==> src/rtl/video_stream_source_if.sv <==
// video_stream_source_if: pixel-stream outputs plus the frame-buffer read port.
interface video_stream_source_if;
    logic        mem_rd;
    logic [19:0] mem_addr;
    logic [7:0]  mem_rdata;
    logic        video_frame_valid;
    logic        video_line_valid;
    logic        video_data_valid;
    logic [7:0]  video_data_out;
    logic [19:0] video_address;
    modport master (
        output mem_rd, mem_addr, video_frame_valid, video_line_valid,
               video_data_valid, video_data_out, video_address,
        input  mem_rdata
    );
    modport slave (
        input  mem_rd, mem_addr, video_frame_valid, video_line_valid,
               video_data_valid, video_data_out, video_address,
        output mem_rdata
    );
endinterface

==> src/rtl/video_stream_source.sv <==
// video_stream_source: parameterised frame/line timing generator that streams
// pixels from a frame-buffer read port or a built-in test pattern.
module video_stream_source #(
    parameter int H_ACTIVE = 702,
    parameter int V_ACTIVE = 288,
    parameter int H_BLANK  = 16,
    parameter int F_PRE    = 4,
    parameter int V_BLANK  = 32
) (
    input  logic                         clk,
    input  logic                         reset,
    input  logic                         enable,
    input  logic [1:0]                   mode,
    output logic [9:0]                   frame_count,
    output logic                         busy,
    video_stream_source_if.master        bus
);
    localparam int BMAX = (F_PRE > H_BLANK ? (F_PRE > V_BLANK ? F_PRE : V_BLANK)
                                           : (H_BLANK > V_BLANK ? H_BLANK : V_BLANK));
    localparam int CW = $clog2(BMAX + 1);
    typedef enum logic [2:0] {IDLE, PRE, LINE, HBL, VBL} state_t;
    state_t        state, state_n;
    logic [CW-1:0] cnt;
    logic [9:0]    h, v;
    logic [7:0]    hr, vr, pat, pat_q;
    logic [19:0]   idx, addr_q;
    logic [1:0]    mode_q;
    logic          req, start;
    always_comb begin
        state_n = state;
        case (state)
            IDLE:    state_n = enable ? PRE : IDLE;
            PRE:     state_n = (cnt == CW'(F_PRE - 1)) ? LINE : PRE;
            LINE:    state_n = (h == 10'(H_ACTIVE - 1)) ? HBL : LINE;
            HBL:     state_n = (cnt != CW'(H_BLANK - 1)) ? HBL : (v == 10'(V_ACTIVE - 1)) ? VBL : LINE;
            VBL:     state_n = (cnt != CW'(V_BLANK - 1)) ? VBL : enable ? PRE : IDLE;
            default: state_n = IDLE;
        endcase
        start = state_n == PRE && state != PRE;
        // Every cycle that leads into LINE fetches the pixel shown next cycle.
        req   = state_n == LINE;
        hr    = (state == LINE) ? h[7:0] + 8'd1 : 8'd0;
        vr    = (state == HBL) ? v[7:0] + 8'd1 : v[7:0];
        pat   = (mode_q == 2'd1) ? hr : (mode_q == 2'd2) ? {8{hr[4] ^ vr[4]}} : vr;
    end
    always_ff @(posedge clk or negedge reset) begin
        if (!reset) begin
            state       <= IDLE;
            cnt         <= '0;
            h           <= '0;
            v           <= '0;
            idx         <= '0;
            addr_q      <= '0;
            pat_q       <= '0;
            mode_q      <= '0;
            frame_count <= '0;
        end else begin
            state <= state_n;
            cnt   <= (state_n != state) ? '0 : cnt + 1'b1;
            h     <= (state == LINE && state_n == LINE) ? h + 10'd1 : 10'd0;
            v     <= start ? 10'd0 : (state == HBL && state_n == LINE) ? v + 10'd1 : v;
            idx   <= start ? 20'd0 : req ? idx + 20'd1 : idx;
            if (req) begin
                addr_q <= idx;
                pat_q  <= pat;
            end
            if (start)
                mode_q <= mode;
            if (state == HBL && state_n == VBL)
                frame_count <= frame_count + 10'd1;
        end
    end
    assign bus.video_frame_valid = state == PRE || state == LINE || state == HBL;
    assign bus.video_line_valid  = state == LINE;
    assign bus.video_data_valid  = state == LINE;
    assign bus.video_address     = (state == LINE) ? addr_q : 20'd0;
    assign bus.video_data_out    = (state != LINE) ? 8'd0 : (mode_q == 2'd0) ? bus.mem_rdata : pat_q;
    assign bus.mem_rd            = req && mode_q == 2'd0;
    assign bus.mem_addr          = bus.mem_rd ? idx : 20'd0;
    assign busy                  = state != IDLE;
endmodule

==> src/flat_wrapper.sv <==
// flat-port wrapper written by rule: the top's interface ports become plain ports
module video_stream_source_flat 
#(
    parameter int H_ACTIVE = 702,
    parameter int V_ACTIVE = 288,
    parameter int H_BLANK  = 16,
    parameter int F_PRE    = 4,
    parameter int V_BLANK  = 32
)
  (clk, reset, enable, mode, frame_count, busy, bus_mem_rd, bus_mem_addr, bus_video_frame_valid, bus_video_line_valid, bus_video_data_valid, bus_video_data_out, bus_video_address, bus_mem_rdata);
  video_stream_source_if bus_i ();
  input  logic clk;
  input  logic reset;
  input  logic enable;
  input  logic [1:0] mode;
  output logic [9:0] frame_count;
  output logic busy;
  output wire logic [$bits(bus_i.mem_rd)-1:0] bus_mem_rd;
  output wire logic [$bits(bus_i.mem_addr)-1:0] bus_mem_addr;
  output wire logic [$bits(bus_i.video_frame_valid)-1:0] bus_video_frame_valid;
  output wire logic [$bits(bus_i.video_line_valid)-1:0] bus_video_line_valid;
  output wire logic [$bits(bus_i.video_data_valid)-1:0] bus_video_data_valid;
  output wire logic [$bits(bus_i.video_data_out)-1:0] bus_video_data_out;
  output wire logic [$bits(bus_i.video_address)-1:0] bus_video_address;
  input wire logic [$bits(bus_i.mem_rdata)-1:0] bus_mem_rdata;
  assign bus_mem_rd = bus_i.mem_rd;
  assign bus_mem_addr = bus_i.mem_addr;
  assign bus_video_frame_valid = bus_i.video_frame_valid;
  assign bus_video_line_valid = bus_i.video_line_valid;
  assign bus_video_data_valid = bus_i.video_data_valid;
  assign bus_video_data_out = bus_i.video_data_out;
  assign bus_video_address = bus_i.video_address;
  assign bus_i.mem_rdata = bus_mem_rdata;
  video_stream_source #(.H_ACTIVE(H_ACTIVE), .V_ACTIVE(V_ACTIVE), .H_BLANK(H_BLANK), .F_PRE(F_PRE), .V_BLANK(V_BLANK)) u_core (.clk(clk), .reset(reset), .enable(enable), .mode(mode), .frame_count(frame_count), .busy(busy), .bus(bus_i));
endmodule
==> config.mk <==
export PLATFORM = sky130hd
export DESIGN_NAME = video_stream_source_flat
export DESIGN_NICKNAME = d
export VERILOG_FILES = /design/src/rtl/video_stream_source_if.sv /design/src/rtl/video_stream_source.sv /design/src/flat_wrapper.sv
export SDC_FILE = /design/constraint.sdc
export NUM_CORES = 1
export LEC_CHECK = 0
export ABC_AREA = 1
export BUFFER_PORTS_ARGS = -buffer_cell sky130_fd_sc_hd__buf_2
export CELL_PAD_IN_SITES_DETAIL_PLACEMENT = 0
export CELL_PAD_IN_SITES_GLOBAL_PLACEMENT = 1
export CORE_MARGIN = 8
export CORE_UTILIZATION = 25
export CTS_BUF_LIST = sky130_fd_sc_hd__clkbuf_16
export CTS_CLUSTER_DIAMETER = 60
export DETAILED_ROUTE_END_ITERATION = 10
export PLACE_DENSITY_LB_ADDON = 0.12
export SLEW_MARGIN = 20
export SYNTH_ARGS = -nofsm -noshare
export SYNTH_HDL_FRONTEND = slang
export SYNTH_SLANG_ARGS = --single-unit
==> constraint.sdc <==
create_clock -name clk -period 2.35 [get_ports clk]
set_input_delay 0.3525 -clock clk [delete_from_list [all_inputs] [get_ports clk]]
set_output_delay 0.3525 -clock clk [all_outputs]
set_load 0.01 [all_outputs]
# Yosys cells after proc, flatten, opt, wreduce, memory -nomap -nowiden

Index checks and enable logic that the tools add are counted.

Register bits: 89
Input bits: 13
Output and inout port bits: 63
Logic and storage cells: 67

$add $sub $neg: 7
Equality and inequality tests: 17
Multiplexer cells: 21
Bitwise gates (word level): 1
Reduce and logical (&&, ||, !) cells: 12

Operators with widths:

| cell                                                             | count |
|---|---|
| 20-bit 2-to-1 mux                                                | 4 |
| 8-bit 2-to-1 mux                                                 | 6 |
| 10-bit by 1-bit adder with 10-bit output, second input constant  | 3 |
| 10-bit 2-to-1 mux                                                | 3 |
| 20-bit by 1-bit adder with 20-bit output, second input constant  | 1 |
| 8-bit by 1-bit adder with 8-bit output, second input constant    | 2 |
| 3-bit case mux with 5 select lines                               | 1 |
| 10-bit == test, second input constant                            | 1 |
| 10-bit by 9-bit == test with 1-bit output, second input constant | 1 |
| 3-bit by 2-bit == test with 1-bit output, second input constant  | 3 |
| 3-bit 2-to-1 mux                                                 | 3 |
| 6-bit by 1-bit adder with 6-bit output, second input constant    | 1 |
| 3-bit by 1-bit == test with 1-bit output, second input constant  | 2 |
| 3-bit == test, second input constant                             | 2 |
| 6-bit by 2-bit == test with 1-bit output, second input constant  | 1 |
| 6-bit 2-to-1 mux                                                 | 1 |
| 6-bit by 4-bit != test with 1-bit output, second input constant  | 1 |
| 6-bit by 5-bit != test with 1-bit output, second input constant  | 1 |
| 1-bit logical AND                                                | 5 |
| 2-bit nonzero test                                               | 2 |
| 3-bit logical NOT                                                | 1 |
| 3-bit by 1-bit != test with 1-bit output, second input constant  | 1 |
| 3-bit by 2-bit != test with 1-bit output, second input constant  | 1 |
| 3-bit != test                                                    | 1 |
| 8 further kinds                                                  | 10 |

# Depth between registers and ports, before layout

Gate-level depths: netlist (run 1).

Depth in word-level cells: 8
Gate-level depth with buffers: 12
Gate-level depth less buffers: 11

# Worst setup path after synthesis (run 1)

No wires, ideal clock.

Kind: reg2out
From: register u_core.cnt[0]
To: output bus_mem_addr[10]
Data arrival time: 1808 ps
Data required time: 1997 ps
Setup slack: 190 ps
Stages on the path, launching flop included: 12
Buffers on the path: 1
Cells stage by stage: dfrtp_1 -> ha_1 -> nand3_2 -> nor2_2 -> nor2_2 -> nor2_8 -> nor2_4 -> nand2_4 -> nor2_4 -> inv_2 -> buf_2 -> nor2_1

Cells in the longest elaborated chain, start to end: 6
Elaborated cells on any way between the ends: 10
Those cells by class: 4 x eq/ne; 5 x mux; 1 x reduce/logical

Ends and longest elaborated chain:

| item                                                             | RTL line                  | RTL |
|---|---|---|
| start: declaration                                               | video_stream_source.sv:23 | `logic [CW-1:0] cnt;` |
| start signal: assignment                                         | video_stream_source.sv:59 | `cnt <= (state_n != state) ? '0 : cnt + 1'b1;` |
| 6-bit by 5-bit != test with 1-bit output (tied with other cells) | video_stream_source.sv:36 | `VBL: state_n = (cnt != CW'(V_BLANK - 1)) ? VBL : enable ? PRE : IDLE;` |
| 3-bit 2-to-1 mux (tied with other cells)                         | video_stream_source.sv:36 |  |
| 3-bit case mux with 5 select lines (*)                           | video_stream_source.sv:31 | `case (state)` |
| 3-bit by 2-bit == test with 1-bit output (*)                     | video_stream_source.sv:41 | `req = state_n == LINE;` |
| 1-bit logical AND (*)                                            | video_stream_source.sv:78 | `assign bus.mem_rd = req && mode_q == 2'd0;` |
| net bus_mem_rd                                                   | flat_wrapper.sv:18        | `output wire logic [$bits(bus_i.mem_rd)-1:0] bus_mem_rd;` |
| 20-bit 2-to-1 mux (*)                                            | video_stream_source.sv:79 | `assign bus.mem_addr = bus.mem_rd ? idx : 20'd0;` |
| end: declaration                                                 | flat_wrapper.sv:19        | `output wire logic [$bits(bus_i.mem_addr)-1:0] bus_mem_addr;` |

Mark *: on every way through the listed nets, which the timed path passes. The rest lies on a longest branch.

# Final worst setup path (run 1)

From: register u_core.cnt[0]
To: output bus_mem_addr[19]

Cells in the longest elaborated chain, start to end: 6
Elaborated cells on any way between the ends: 10
Those cells by class: 4 x eq/ne; 5 x mux; 1 x reduce/logical

Ends and longest elaborated chain:

| item                                                             | RTL line |
|---|---|
| 6-bit by 5-bit != test with 1-bit output (tied with other cells) | video_stream_source.sv:36 |
| 3-bit 2-to-1 mux (tied with other cells)                         | video_stream_source.sv:36 |
| 3-bit case mux with 5 select lines (*)                           | video_stream_source.sv:31 |
| 3-bit by 2-bit == test with 1-bit output (*)                     | video_stream_source.sv:41 |
| 1-bit logical AND (*)                                            | video_stream_source.sv:78 |
| 20-bit 2-to-1 mux (*)                                            | video_stream_source.sv:79 |

Mark *: on every way between the ends. The rest lies on a longest branch, timed or not.

==> flow_metrics.tcl, run 1 <==
set metrics [dict create \
    run_status "finished with violations" \
    failing_checks "setup timing" \
    ios 76 \
    synth.avg_cell_area_um2 7.492 \
    antenna_cells_inserted 0 \
    worstPathMaxFanout 14 \
    first_global_vias 4634 \
    regToRegSetupSlack_ns 0.16 \
    design.final.nets 795 \
    synth-main-ff-cell "dfrtp_1" \
    layout.cells.most_common_list "nand2_1 (145), nor2_1 (108), dfrtp_1 (89), inv_1 (72), buf_2 (71)" \
    p_leak_nw 3.137 \
    finalSetupViolations 18 \
    dp_hpwl_um 11340 \
    timing.critical_path.cells "ha_4 > nand3_4 > nor2_4 > nor2_4 > nor2_8 > nor2_4 > nand2_8 > nor2_4 > inv_6 > nor2_1 > buf_2" \
    gp_routability_congestion 0.7852 \
    worst_slack_ns -0.08625 \
    max-vdd-ir-drop_v 0.0004857 \
    postSynth.asyncResetShare_pct 100.0 \
    die_h_um 158.8 \
    drt_pre_antenna_iters 5 \
    num_rows 52 \
    timing.critical_path.slowest_cell_delay_ns 0.42 \
    critical-path-top-cell-by-count "nor2_4" \
    synthDominantCellAreaShare_pct 43.71 \
    report.final.slew_viol_count 0 \
    post_synth_edffs 0 \
    top_cells_by_area_in_the_synthesized_netlist "dfrtp_1 (44%), nand2_1 (11%), nor2_1 (8.6%)" \
    dieWidth_um 158.8 \
    clock_tree.buffer_depth 2 \
    cts-buffers-inserted 9 \
    cp_data_arrival_time_ns 2.08 \
    post-route-drc-count 0 \
    cts_htree_levels 3 \
    grt_remaining_overflow 0 \
    hold-worst-slack_ns 0.2497 \
    grt_start_max_net_pins 37 \
    die_area_um2 25200 \
    numPlacedInstances 1017 \
    cts_tree "yes" \
    final.setup_skew_ns 0.008600 \
    finish.utilization_pct 32.04 \
    synth_sequential_area_ratio_pct 43.71 \
    via_per_inst 4.380 \
    layoutNonFillerInstCount 1051 \
    setup_tns_ns -0.9853 \
    reg2reg_end "u_core.h[7]" \
    tmin_final_ns 2.436 \
    fp.coreArea_um2 20100 \
    critical_path_start "u_core.cnt[0]" \
    areaGrowthSynthToFinish_pct 26.42 \
    synth_warnings 0 \
    antenna_found_initial 0 \
    syn-instance-count 680 \
    most_common_cell_after_layout_fill_and_taps_aside "nand2_1" \
    power-per-cell-area_nw_per_um2 895.8 \
    slew_headroom_pct 61.00 \
    design_power_total_w 0.005770 \
    endpoint "bus_mem_addr[19]" \
    synth_seq_cells 89 \
    routed_wirelength_um 15060 \
    worst_r2r_path_depth 14 \
    count_of_maximum_capacitance_violations 0 \
    cp_slowest_cell "dfrtp_1" \
    post_route_fraction_of_the_period_consumed_by_the_critical_path_pct 103.7 \
    path_clk_slew_ns 0.07 \
    portBuffers 75 \
    clock_sinks 89 \
    synth.net_count 699 \
    post_synth_num_cell_types 34 \
    yosys.area.top_type "dfrtp_1" \
    ant_nets 0 \
    cts.root.buffer_cell "clkbuf_16" \
    layout-drive-gt1-share_pct 21.64 \
    unrepaired_setup_endpoints_after_global_routing "true" \
    vias 4603 \
    r2r-start "u_core.cnt[0]" \
    wire_length_of_the_first_global_routing_pass_um 25010 \
    synth_area_um2 5095 \
    detail_route.wl_per_cell_um 14.33 \
    holdCritPathClass "in -> reg" \
    finalHoldViolations 0 \
    tightest_slew_ns 0.5829 \
    worstPathRequired_ns 2.00 \
    critPathKind "reg -> out" \
    fmax_mhz 410.5 \
    start_util_pct 25.34 \
    critical_path.startpoint_type "flip-flop" \
    drt-initial-drc-count 275 \
    clkLatencyLatePin_ns 0.35 \
    grt_use_total_pct 12.26 \
    setup.worst_path.end_class "output pin" \
]
[how the worst min path moves through the flow]
stage,startpoint,to,cells past startpoint
6_report,mode[1],u_core.mode_q[1],3
5_1_grt,mode[1],u_core.mode_q[1],3
4_1_cts,mode[1],u_core.mode_q[1],3
3_5_place_dp,reset,u_core.cnt[3],1
3_3_place_gp,reset,u_core.cnt[0],1
2_1_floorplan,reset,u_core.addr_q[0],0
[critical path, delay by kind of cell, from the launching register on]
family	cells	cell delay, ns
and+or+nand+nor	8	0.89
adders and majority gates	1	0.19
buffers and inverters	2	0.23
DFF	1	0.42
[synthesized netlist by cell type (5+ instances only)]
cell      number
nand2_1      153
nor2_1       117
dfrtp_1       89
inv_1         71
nand3_1       59
xor2_1        31
o21ai_1       30
a21oi_1       22
o21ai_0       15
nand4_1       13
inv_2          9
nor3_1         9
xnor2_1        8
buf_2          6
ha_1           6
clkbuf_1       5
[sequential cells by signal, indices dropped and copies added (netlist names)]
register            count
u_core.v               10
u_core.idx             20
u_core.frame_count     10
u_core.cnt              6
u_core.state            3
u_core.pat_q            8
u_core.addr_q          20
u_core.h               10
u_core.mode_q           2
[report_power, final]
group	internal, W	leakage, nW	switching (W)
clock	0.000838	0.150	0.000661
sequential	0.00181	1.21	0.000230
combinational	0.000757	1.78	0.00148
[stage by stage]
step	worst slack [ns]	area (um^2)
floorplan	0.1898	5095
global placement	0.1585	5806
detailed placement	0.09111	5806
CTS	-0.09902	6250
global route	-0.2268	6441
finish	-0.08625	6441
[timing repair]
item	4_1_cts	5_1_grt
resized for setup	19	29
setup endpoints to repair	20	33
hold buffers	1	0
setup buffers	8	8
gates cloned	0	1
pin swaps	1	2
endpoints found under the hold margin	26	0
[layout make-up]
class                      instances  area [um^2]
fill                            2190        13660
multi-input combinational        488         2567
sequential                        89         2227
timing repair buffer             106        669.4
tap                              270        337.8
inverter                          81        319.1
clock buffer                       9        225.2
clock inverter                     7        78.83
timing repair inverter             1        16.27
[layer usage]
metal	track usage [%]	wire, um	vias to the layer above
met2	18.03	6378	83
li1	-	-	2345
met5	0	0	-
met4	3.983	199	0
met3	2.637	580	15
met1	17.44	7901	2160
[cells by family after synthesis]
logic type | synth area share, %
flops | 43.71
fa+ha+maj | 1.473
compound gates | 6.876
xor+xnor | 6.704
buf+inv | 8.620
mux | 0.2210
simple gates | 32.39
Note: power is estimated with default switching activity, not from simulation.
==> inputs of run 2 (changes only) <==
--- a/config.mk
+++ b/config.mk
@@ -5,7 +5,6 @@
 export SDC_FILE = /design/constraint.sdc
 export NUM_CORES = 1
 export LEC_CHECK = 0
-export ABC_AREA = 1
 export BUFFER_PORTS_ARGS = -buffer_cell sky130_fd_sc_hd__buf_2
 export CELL_PAD_IN_SITES_DETAIL_PLACEMENT = 0
 export CELL_PAD_IN_SITES_GLOBAL_PLACEMENT = 1
==> flow_metrics.tcl, run 2 <==
set metrics [dict create \
    p_leak_nw 3.007 \
    clock_sinks 89 \
    wire_length_of_the_first_global_routing_pass_um 25300 \
    portBuffers 75 \
    yosysMostFrequentCell "dfrtp_1" \
    ant_nets 0 \
    tightest_slew_ns 0.7089 \
    synth_area_um2 5081 \
    critPathKind "reg -> out" \
    synth.avg_cell_area_um2 9.462 \
    max-vdd-ir-drop_v 0.0003307 \
    run_status "finished with violations" \
    holdCritPathClass "in -> async" \
    synth_common_cells "dfrtp_1 (89), nand2_1 (55), and2_1 (44), nor2_1 (40), a21oi_1 (31)" \
    cts-buffers-inserted 9 \
    regToRegSetupSlack_ns -0.26 \
    finish.utilization_pct 33.73 \
    clkLatencyLatePin_ns 0.35 \
    die_h_um 158.6 \
    cts_hold_buf 0 \
    synth_warnings 0 \
    detail_route.wl_per_cell_um 17.81 \
    largestRegisters "u_core.addr_q x20, u_core.idx x20" \
    cp_data_arrival_time_ns 2.27 \
    slew_headroom_pct 52.57 \
    worstPathRequired_ns 2.00 \
    synth-main-ff-cell "dfrtp_1" \
    finalHoldViolations 0 \
    fillers 2104 \
    layoutNonFillerInstCount 935 \
    grt_use_total_pct 12.97 \
    post_route_fraction_of_the_period_consumed_by_the_critical_path_pct 111.6 \
    timing.critical_path.slowest_cell_delay_ns 0.36 \
    post_synth_edffs 0 \
    layout-drive-gt1-share_pct 34.74 \
    layout.cells.most_common_list "dfrtp_1 (89), buf_2 (72), buf_4 (59), nand2_1 (55), and2_1 (41)" \
    start_util_pct 25.27 \
    count_of_maximum_capacitance_violations 0 \
    antenna_found_initial 0 \
    power-per-cell-area_nw_per_um2 432.3 \
    timing.critical_path.cells "ha_2 > nor3b_4 > buf_4 > nand4_1 > o21ai_2 > nor3_4 > buf_12 > and2_1 > buf_2" \
    num_rows 52 \
    routed_wirelength_um 16660 \
    report.final.slew_viol_count 0 \
    tmin_final_ns 2.623 \
    synth_seq_cells 89 \
    design_power_total_w 0.002932 \
    synthDominantCellAreaShare_pct 43.83 \
    yosys.area.top_type "dfrtp_1" \
    via_per_inst 4.877 \
    unrepaired_setup_endpoints_after_global_routing "true" \
    syn-instance-count 537 \
    grt_remaining_overflow 0 \
    ios 76 \
    post_synth_num_cell_types 57 \
    dp_hpwl_um 11100 \
    failing_checks "setup timing" \
    vias 4560 \
    first_global_vias 4719 \
    setup.worst_path.end_class "output pin" \
    critPathTopFamily "simple AND/OR/NAND/NOR gates" \
    die_area_um2 25140 \
    gp_routability_congestion 0.7911 \
    antenna_cells_inserted 0 \
    synth_sequential_area_ratio_pct 43.83 \
    post-route-drc-count 0 \
    cts_tree "yes" \
    worst_slack_ns -0.2726 \
    path_clk_slew_ns 0.07 \
    design.final.nets 679 \
    fp.coreArea_um2 20100 \
    path_buf_inv 3 \
    top_cells_by_area_in_the_synthesized_netlist "dfrtp_1 (44%), and2_1 (5.4%), mux2_2 (5.1%)" \
    cts_htree_levels 3 \
    dieWidth_um 158.6 \
    synth.net_count 556 \
    finalSetupViolations 50 \
    grt_start_max_net_pins 90 \
    most_common_cell_after_layout_fill_and_taps_aside "dfrtp_1" \
    drt_pre_antenna_iters 4 \
    areaGrowthSynthToFinish_pct 33.46 \
    final.setup_skew_ns 0.006827 \
    clock_tree.buffer_depth 2 \
    cp_slowest_cell "dfrtp_1" \
    cts.root.buffer_cell "clkbuf_16" \
    numPlacedInstances 904 \
    worstPathMaxFanout 20 \
    critical_path.startpoint_type "flip-flop" \
    fmax_mhz 381.3 \
    drt-initial-drc-count 207 \
    postSynth.asyncResetShare_pct 100.0 \
]
## run 2: cell types whose count changed after synthesis, sizes merged, moves of 13 or more
cell and delta:
and2 +44, clkbuf +13, nor2 -86, nand2 -101, xor2 -17, mux2 +22, inv -71, nand3 -40
o21ai -35
## run 2: timing repair
action / CTS / global route
gates resized for setup: 14 / 64
hold endpoints to repair: 0 / 0
gates cloned: 1 / 2
setup endpoints to repair: 22 / 71
pin swaps: 2 / 12
buffers inserted: 6 / 9
## run 2: metrics by stage
step	hold slack [ns]	instance area [um^2]	TNS (ns)	setup slack, ns
global placement	0.4504	6080	0	0.07318
CTS	0.06074	6454	-4.998	-0.2712
finish	0.02278	6782	-7.540	-0.2726
global route	0.06960	6782	-13.71	-0.4021
floorplan	0.05691	5094	0	0.03163
detailed placement	0.4476	6080	0	0.01281
## run 2: kinds of logic (layout without fill, tap and decap cells)
family | count (synthesis) | in the layout | synth area share [%]
buffers and inverters | 42 | 168 | 4.112
xor gates and xnor gates | 27 | 27 | 4.654
and+or+nand+nor | 248 | 249 | 26.69
DFF | 89 | 89 | 43.83
muxes | 33 | 33 | 7.067
adders and majority gates | 6 | 6 | 1.477
AOI/OAI and AO/OA | 92 | 93 | 12.16
## run 2: final cells by class
type	instances	area, um^2	share of cell area, %
Clock inverter	7	37.54	0.5535
Inverter	9	37.54	0.5535
Multi-Input combinational cell	408	2930	43.21
Clock buffer	9	225.2	3.321
Timing Repair Buffer	143	985.9	14.54
Sequential cell	89	2227	32.84
Tap cell	270	337.8	4.982
## run 2: worst paths after layout
kind                            cells past startpoint                  start                     to
worst max-delay path                                9          u_core.cnt[0]        bus_mem_addr[7]
worst min-delay path                                2                  reset  u_core.frame_count[9]
worst max register to register                      9          u_core.cnt[0]         u_core.idx[13]
worst min register to register                      1  u_core.frame_count[9]  u_core.frame_count[9]
max in group asynchronous                           2                  reset          u_core.idx[2]
min in group clk                                    3                mode[1]       u_core.mode_q[1]
## run 2: routing by layer
layer  share of wire, %  track usage (%)
met1                 46            16.00
met2                 49            22.11
met3                4.0            2.606
met4                1.5            4.356
met5                  0                0
## run 2: power by group
group	leakage (nW)	internal, W	switching (W)
Sequential	1.09	0.00153	0
Combinational	1.79	0.0000110	0.0000340
Clock	0.128	0.000705	0.000651
Total	3.01	0.00225	0.000685
==> inputs of run 3 (changes only) <==
--- a/config.mk
+++ b/config.mk
@@ -8,12 +8,14 @@
 export BUFFER_PORTS_ARGS = -buffer_cell sky130_fd_sc_hd__buf_2
 export CELL_PAD_IN_SITES_DETAIL_PLACEMENT = 0
 export CELL_PAD_IN_SITES_GLOBAL_PLACEMENT = 1
+export CORE_ASPECT_RATIO = 0.8
 export CORE_MARGIN = 8
 export CORE_UTILIZATION = 25
 export CTS_BUF_LIST = sky130_fd_sc_hd__clkbuf_16
 export CTS_CLUSTER_DIAMETER = 60
 export DETAILED_ROUTE_END_ITERATION = 10
 export PLACE_DENSITY_LB_ADDON = 0.12
+export SKIP_LAST_GASP = 1
 export SLEW_MARGIN = 20
 export SYNTH_ARGS = -nofsm -noshare
 export SYNTH_HDL_FRONTEND = slang
==> flow_metrics.tcl, run 3 (same netlist as run 2, synthesis figures left out) <==
set metrics [dict create \
    run_status "finished with violations" \
    failing_checks "setup timing" \
    multiInputGateArea_um2 2955 \
    worst_r2r_path_depth 9 \
    antenna_found_initial 0 \
    ios 76 \
    numPlacedInstances 894 \
    path_buf_inv 2 \
    clock_tree.buffer_depth 2 \
    design_area_um2 6918 \
    dieWidth_um 175.4 \
    worstPathRequired_ns 2.00 \
    final.setup_skew_ns 0.009112 \
    fmax_mhz 385.0 \
    endpoint "bus_mem_addr[14]" \
    grt_remaining_overflow 0 \
    worstPathMaxFanout 20 \
    path_clk_slew_ns 0.07 \
    wire_length_of_the_first_global_routing_pass_um 25660 \
    layoutNonFillerInstCount 929 \
    layout-drive-gt1-share_pct 34.59 \
    layout.cells.most_common_list "dfrtp_1 (89), buf_2 (74), buf_4 (57), nand2_1 (55), and2_1 (44)" \
    finalSetupViolations 35 \
    postPlaceCellArea_um2 6067 \
    count_of_maximum_capacitance_violations 0 \
    timing.critical_path.slowest_cell_delay_ns 0.36 \
    largestRegisters "u_core.addr_q x20, u_core.idx x20" \
    timing.critical_path.cells "ha_2 > nor3b_4 > nand4_1 > o21ai_2 > nor3_4 > buf_12 > and2_1 > buf_2" \
    fp.coreArea_um2 19860 \
    antenna_cells_inserted 0 \
    num_rows 46 \
    r2r-start "u_core.cnt[0]" \
    first_global_vias 4469 \
    vias 4443 \
    cts.root.buffer_cell "clkbuf_16" \
    die_h_um 143.5 \
    worst_slack_ns -0.2471 \
    drt_pre_antenna_iters 4 \
    cp_data_arrival_time_ns 2.24 \
    power-per-cell-area_nw_per_um2 472.7 \
    ant_nets 0 \
    cts_tree "yes" \
    portBuffers 75 \
    holdCritPathClass "in -> async" \
    fillers 2028 \
    critical_path.startpoint_type "flip-flop" \
    p_leak_nw 3.015 \
    worst-path-stages 8 \
    setup.worst_path.end_class "output pin" \
    critical_path_start "u_core.cnt[0]" \
    regToRegSetupSlack_ns -0.20 \
    cts_htree_levels 3 \
    cts-buffers-inserted 9 \
    tmin_final_ns 2.597 \
    finalHoldViolations 0 \
    tightest_slew_ns 0.6306 \
    via_per_inst 4.783 \
    detail_route.wl_per_cell_um 17.61 \
    grt_use_total_pct 12.94 \
    clock_sinks 89 \
    grt_start_max_net_pins 90 \
    start_util_pct 25.59 \
    max-vdd-ir-drop_v 0.0002834 \
    unrepaired_setup_endpoints_after_global_routing "true" \
    reg2reg_end "u_core.idx[18]" \
    design.final.nets 679 \
    seq_area_um2 2227 \
    dp_hpwl_um 11570 \
    areaGrowthSynthToFinish_pct 36.15 \
    dp_worst_setup_slack_ns -0.07790 \
    most_common_cell_after_layout_fill_and_taps_aside "dfrtp_1" \
    clkLatencyLatePin_ns 0.35 \
    critPathTopFamily "simple AND/OR/NAND/NOR gates" \
    report.final.slew_viol_count 0 \
    post-route-drc-count 0 \
    slew_headroom_pct 57.96 \
    post_route_fraction_of_the_period_consumed_by_the_critical_path_pct 110.5 \
    die_area_um2 25170 \
    routed_wirelength_um 16360 \
    drt-initial-drc-count 269 \
    critPathKind "reg -> out" \
    cp_slowest_cell "dfrtp_1" \
    design_power_total_w 0.003270 \
    gp_routability_congestion 0.7887 \
]
-- run 3: final cells by class --
cell class / count / area share, %
Inverter: 9 / 0.4883
Clock inverter: 7 / 1.682
Tap cell: 264 / 4.775
Timing Repair Buffer: 145 / 14.89
Sequential cell: 89 / 32.19
Clock buffer: 9 / 3.256
Multi-Input combinational cell: 406 / 42.72
-- run 3: worst min-delay path by stage --
stage / start / endpoint / slack [ns] / cells past startpoint
2_1_floorplan: reset / u_core.addr_q[0] / 0.06 / 0
3_3_place_gp: reset / u_core.v[7] / 0.46 / 2
3_5_place_dp: reset / u_core.v[5] / 0.46 / 2
4_1_cts: reset / u_core.h[7] / 0.08 / 2
5_1_grt: reset / u_core.h[4] / 0.1 / 2
6_report: reset / u_core.v[3] / 0.06 / 2
-- run 3: report_power, final --
part	internal [W]	switching, W	total, W
combinational	0.0000111	0.0000346	0.0000456
clock	0.00104	0.000653	0.00169
sequential	0.00153	0	0.00153
total	0.00258	0.000688	0.00327
-- run 3: repair_timing --
item                                   CTS  global route
buffers inserted                        10             8
hold buffers                             0             0
pin swaps                               17            11
resized for setup                       23            44
setup endpoints to repair               30            86
endpoints found under the hold margin    0             0
gates cloned                             1             2
-- run 3: per-layer routing --
| metal | vias to the layer above | wire (um) | global-route usage (%) |
|---|---|---|---|
| li1 | 2178 | - | - |
| met1 | 2162 | 8556 | 18.76 |
| met2 | 85 | 6876 | 18.69 |
| met3 | 18 | 642 | 3.042 |
| met4 | 0 | 284 | 3.651 |
| met5 | - | 0 | 0 |
-- run 3: stage by stage --
step | hold WS [ns] | utilization (%) | TNS [ns]
after floorplan | 0.05691 | - | 0
after global placement | 0.4566 | 30.55 | 0
after detailed placement | 0.4564 | 30.55 | -0.2891
after CTS | 0.07505 | 33.36 | -4.805
after global routing | 0.09937 | 34.84 | -11.63
final | 0.06174 | 34.84 | -5.809
